## src/rtl/can_tx_frame.sv

```systemverilog
// CAN 2.0A standard data frame transmitter: serializes SOF through IFS with
// CRC-15 generation and bit stuffing; one frame per accepted request.
module can_tx_frame #(
    parameter int CLKS_PER_BIT = 1
) (
    input  logic        clk,
    input  logic        rst_n,
    input  logic        tx_req,
    input  logic [10:0] tx_id,
    input  logic [3:0]  tx_dlc,
    input  logic [63:0] tx_data,
    input  logic        rx,
    output logic        tx,
    output logic        tx_ready,
    output logic        tx_busy,
    output logic        tx_done,
    output logic        ack_err,
    output logic [14:0] crc_out
);
    localparam int TW = (CLKS_PER_BIT > 1) ? $clog2(CLKS_PER_BIT) : 1;
    localparam logic [TW-1:0] TICK_LAST = TW'(CLKS_PER_BIT - 1);
    localparam logic [14:0] CRC_POLY = 15'h4599;

    typedef enum logic [3:0] {
        S_IDLE, S_SOF, S_ID, S_CTRL, S_DATA, S_CRC,
        S_CRC_DEL, S_ACK, S_ACK_DEL, S_EOF, S_IFS
    } state_t;

    state_t        state, state_d, adv_state;
    logic [TW-1:0] tick, tick_d;
    logic [6:0]    idx, idx_d, adv_idx, data_last;
    logic [2:0]    run_len, run_len_d;
    logic          stuff_now, stuff_now_d;
    logic [14:0]   crc, crc_d, crc_upd, crc_feed;
    logic          tx_d, ack_err_d, adv_bit, wrap, stuff_zone, crc_zone;
    logic [10:0]   id_q, id_d;
    logic [3:0]    dlc_q, dlc_d;
    logic [63:0]   data_q, data_d;
    logic [6:0]    ctrl_bits;

    assign wrap       = (tick == TICK_LAST);
    assign stuff_zone = state inside {S_SOF, S_ID, S_CTRL, S_DATA, S_CRC};
    assign crc_zone   = state inside {S_SOF, S_ID, S_CTRL, S_DATA};
    assign ctrl_bits  = {3'b000, dlc_q};
    assign data_last  = dlc_q[3] ? 7'd63 : ({1'b0, dlc_q[2:0], 3'b000} - 7'd1);
    assign crc_upd    = {crc[13:0], 1'b0} ^ ((tx ^ crc[14]) ? CRC_POLY : 15'h0);
    // The CRC field's first bit must already include the last data bit's update
    assign crc_feed   = (crc_zone && wrap && !stuff_now) ? crc_upd : crc;

    assign tx_ready = (state == S_IDLE);
    assign tx_busy  = (state != S_IDLE);
    assign tx_done  = (state == S_IFS) && (idx == 7'd2) && wrap;
    assign crc_out  = crc;

    // Next non-stuff bit position and level after the current one
    always_comb begin
        adv_state = state;
        adv_idx   = idx + 7'd1;
        adv_bit   = 1'b1;
        case (state)
            S_SOF: begin
                adv_state = S_ID; adv_idx = '0; adv_bit = id_q[10];
            end
            S_ID:
                if (idx == 7'd10) begin
                    adv_state = S_CTRL; adv_idx = '0; adv_bit = 1'b0;
                end else adv_bit = id_q[4'd9 - idx[3:0]];
            S_CTRL:
                if (idx == 7'd6) begin
                    adv_idx = '0;
                    if (dlc_q == 4'd0) begin
                        adv_state = S_CRC; adv_bit = crc_feed[14];
                    end else begin
                        adv_state = S_DATA; adv_bit = data_q[63];
                    end
                end else adv_bit = ctrl_bits[3'd5 - idx[2:0]];
            S_DATA:
                if (idx == data_last) begin
                    adv_state = S_CRC; adv_idx = '0; adv_bit = crc_feed[14];
                end else adv_bit = data_q[6'd62 - idx[5:0]];
            S_CRC:
                if (idx == 7'd14) begin
                    adv_state = S_CRC_DEL; adv_idx = '0;
                end else adv_bit = crc[4'd13 - idx[3:0]];
            S_CRC_DEL: begin adv_state = S_ACK;     adv_idx = '0; end
            S_ACK:     begin adv_state = S_ACK_DEL; adv_idx = '0; end
            S_ACK_DEL: begin adv_state = S_EOF;     adv_idx = '0; end
            S_EOF:
                if (idx == 7'd6) begin adv_state = S_IFS; adv_idx = '0; end
            S_IFS:
                if (idx == 7'd2) begin adv_state = S_IDLE; adv_idx = '0; end
            default: begin adv_state = S_IDLE; adv_idx = '0; end
        endcase
    end

    always_comb begin
        state_d     = state;
        tick_d      = tick;
        idx_d       = idx;
        run_len_d   = run_len;
        stuff_now_d = stuff_now;
        crc_d       = crc;
        tx_d        = tx;
        ack_err_d   = 1'b0;
        id_d        = id_q;
        dlc_d       = dlc_q;
        data_d      = data_q;
        if (state == S_IDLE) begin
            tick_d = '0;
            if (tx_req) begin
                state_d     = S_SOF;
                idx_d       = '0;
                tx_d        = 1'b0;
                run_len_d   = 3'd1;
                stuff_now_d = 1'b0;
                crc_d       = '0;
                id_d        = tx_id;
                dlc_d       = tx_dlc;
                data_d      = tx_data;
            end
        end else begin
            tick_d = wrap ? '0 : tick + TW'(1);
            if (wrap) begin
                crc_d = crc_feed;
                if (state == S_ACK) ack_err_d = rx;
                // Stuff bits hold the field position; the following real bit resumes it
                if (stuff_zone && !stuff_now && run_len == 3'd5) begin
                    tx_d        = ~tx;
                    run_len_d   = 3'd1;
                    stuff_now_d = 1'b1;
                end else begin
                    state_d     = adv_state;
                    idx_d       = adv_idx;
                    tx_d        = adv_bit;
                    stuff_now_d = 1'b0;
                    run_len_d   = (adv_bit == tx) ? run_len + 3'd1 : 3'd1;
                end
            end
        end
    end

    always_ff @(posedge clk or negedge rst_n) begin
        if (!rst_n) begin
            state     <= S_IDLE;
            tick      <= '0;
            idx       <= '0;
            run_len   <= '0;
            stuff_now <= 1'b0;
            crc       <= '0;
            tx        <= 1'b1;
            ack_err   <= 1'b0;
            id_q      <= '0;
            dlc_q     <= '0;
            data_q    <= '0;
        end else begin
            state     <= state_d;
            tick      <= tick_d;
            idx       <= idx_d;
            run_len   <= run_len_d;
            stuff_now <= stuff_now_d;
            crc       <= crc_d;
            tx        <= tx_d;
            ack_err   <= ack_err_d;
            id_q      <= id_d;
            dlc_q     <= dlc_d;
            data_q    <= data_d;
        end
    end
endmodule

```

## config.mk

```make
export PLATFORM = sky130hd
export DESIGN_NAME = can_tx_frame
export DESIGN_NICKNAME = d
export VERILOG_FILES = /design/src/rtl/can_tx_frame.sv
export SDC_FILE = /design/constraint.sdc
export NUM_CORES = 1
export LEC_CHECK = 0
export CORE_ASPECT_RATIO = 0.5
export CORE_UTILIZATION = 53
export CTS_CLUSTER_SIZE = 20
export DETAILED_ROUTE_END_ITERATION = 8
export PLACE_DENSITY = 0.85
export SYNTH_ARGS = -nofsm -noshare
export SYNTH_HDL_FRONTEND = slang
export SYNTH_SLANG_ARGS = --single-unit
```

## constraint.sdc

```tcl
create_clock -name clk -period 3.9 [get_ports clk]
set_input_delay 0.78 -clock clk [delete_from_list [all_inputs] [get_ports clk]]
set_output_delay 0.78 -clock clk [all_outputs]
set_load 0.01 [all_outputs]
```

==> metrics.txt <==
Tmin final=3.55 ns; worst r2r path cells=9; RSZ-0062 raised after global routing=false; antenna cells=0; Pleak=3.03 nW; I/O pin cnt=between 100 and 150; Max FO, Critical Path=15; Clk Latency, worst-skew pair=~0.35 ns; share of synthesized flip-flops with an asynchronous set or reset=100%; share of cells above drive strength 1=around 24%; area fraction of the dominant cell type after synthesis=47.8%; Total Nets Final=658; Worst R2R End=run_len[0]; final HPWL from detailed placement=9.13 mm; most frequent cell after synthesis=dfrtp_1; max cap viols=0; DIE WIDTH=roughly 150 um; CTS tree=done; Reg clk slew, reported paths=0.08 ns; Cell Rows=26; GRT overflow=0; first-pass GRT wire length=21.1 mm; vias after detailed routing=~4.2k; GRT Total Usage=between 20% and 30%; HP Class=input port to asynchronous set/reset pin; syn_area_per_cell=12.2 um^2; DRT antenna net count=0; Ys Warns=0; synthesized net count=roughly 570; CP arrival=2.77 ns; clk root buf=clkbuf_16; initial core utilization=55.5%; non-filler instance count after layout=711; Slew Viols, Final=0; die span in y=75.7 um; WP data required=3.12 ns; initial antenna violation count=0; DRT Wirelength=12.9 mm; Setup crit start kind=flip-flop; largest cells by area after synthesis=dfrtp_1, mux2_2, mux4_2; Layout Skew=0.00720 ns; crit end category=output port; post-synthesis register bit count=111; setup_tns=0 ns; final-report setup violation count=0; Num CTS Buffers=9; sequential fraction of the synthesis area=48.2%; gpl congestion=0.921; die area=11300 um^2; Worst Tran Pin Value=0.740 ns; vias in the first global route=4165; CTS max path bufs=2; final core utilization=69.4%; Slew headroom=50.5%; DR vias/cell=5.88; Post-CTS Resized=0; Setup Buffers After CTS=0; PwrDens=a little over 800 nW/um^2; Post-CTS Hold Buffers=0; area leader, netlist=dfrtp_1; number of instances in the placed design=approximately 700; most instantiated cells after synthesis=dfrtp_1, mux2_2, nand2_1; critical path class=flip-flop to output port; core area=around 10000 um^2; DR WL/cell=approximately 18 um; synthesized area=5760 um^2; post-synthesis instance total=474; clk sink count=111; outcome=complete, no violations; Tcrit/Tclk final=91.0%; CTS H-Tree Depth=3; largest net degree at the start of global routing=61; Syn-to-layout area delta=25.1%; Max rail drop VDD=around 310 uV; Worst R2R Start=idx[1]; # DRC=0; final hold vios=0; TritonRoute pass-1 iters=5; First DRT Iteration DRCs=266; I/O Buffers=102; Reg2Reg Setup Slack=0.50 ns; fmax=0.282 GHz; dominant synthesized flop cell=dfrtp_1; EDFF count, synth=0; post-synthesis cell type count=61
==> metal layers <==
metal  up-vias  wire length, um  GRT usage (%)
met5         -                0              0
met4         0              174           8.05
met3        18              741           4.97
met2       153             6350           40.4
met1      2095             5630           33.3
li1       1914                -              -
==> cell families after synthesis <==
family	synth area share (%)
multiplexers	26.6
XOR/XNOR	3.76
flip-flops	48.2
AND/OR/NAND/NOR	9.80
adder cells (fa/ha/maj)	1.95
AO/OA/AOI/OAI	6.82
buffers and inverters	2.87
==> layout make-up <==
| cell class | instances | area (um^2) |
|---|---|---|
| sequential | 111 | 2780 |
| inverter | 13 | 48.8 |
| tap | 140 | 175 |
| fill | 719 | 3170 |
| clock inverter | 6 | 50.0 |
| multi-input combinational | 323 | 2820 |
| clock buffer | 10 | 239 |
| timing repair buffer | 108 | 1090 |
==> critical path, stage by stage, from the launching register on <==
cell and delay [ns]:
dfrtp_1 0.73, ha_1 0.25, nor4b_2 0.42, nand2_1 0.14, nor4_1 0.29, clkdlybuf4s50_1 0.59
==> power by group <==
group          switching (mW)  internal [mW]
clock network           0.445          0.461
registers               0.481           1.71
logic                    1.25           1.50
==> layout by cell type (no fill, tap or decap), drive strengths merged, types with 3 or more instances in the layout <==
cell type      count
clkbuf            10
buf                7
or3                3
clkinv             3
nand2             39
xor2              13
dfrtp            110
nor3              10
mux2i             13
mux2              82
nor4               3
a21oi             13
a31oi              3
o21ai             20
o22ai              4
nand3             26
mux4              21
ha                 9
clkdlybuf4s50    101
inv               15
nor2              20
xnor2             10
==> stage by stage <==
step / power (mW) / area [um^2] / hold WS [ns] / worst slack (ns)
after CTS: 5.87 / 7210 / 0.505 / 0.377
after global placement: 4.81 / 6920 / 0.482 / 0.673
final: 5.85 / 7210 / 0.473 / 0.351
after detailed placement: 4.94 / 6920 / 0.488 / 0.591
after global routing: 6.24 / 7210 / 0.515 / 0.119
after floorplan: 4.10 / 5760 / 0.470 / 0.720
==> how the worst max path moves through the flow <==
| stage | depth (start not counted) | to | slack, ns | startpoint |
|---|---|---|---|---|
| after floorplan | 14 | run_len[0] | 0.72 | idx[0] |
| after global placement | 9 | run_len[0] | 0.67 | idx[1] |
| after detailed placement | 9 | run_len[0] | 0.59 | idx[1] |
| after CTS | 5 | tx_done | 0.38 | idx[1] |
| after global routing | 5 | tx_done | 0.12 | idx[1] |
| final | 5 | tx_done | 0.35 | idx[1] |
==> sequential cells by signal (all words and copies together), names as in the netlist <==
signal,cells
state,4
crc_out,15
run_len,3
ack_err,1
tx,1
stuff_now,1
idx,7
data_q,64
dlc_q,4
id_q,11
Power figures use the tool's default switching activity.
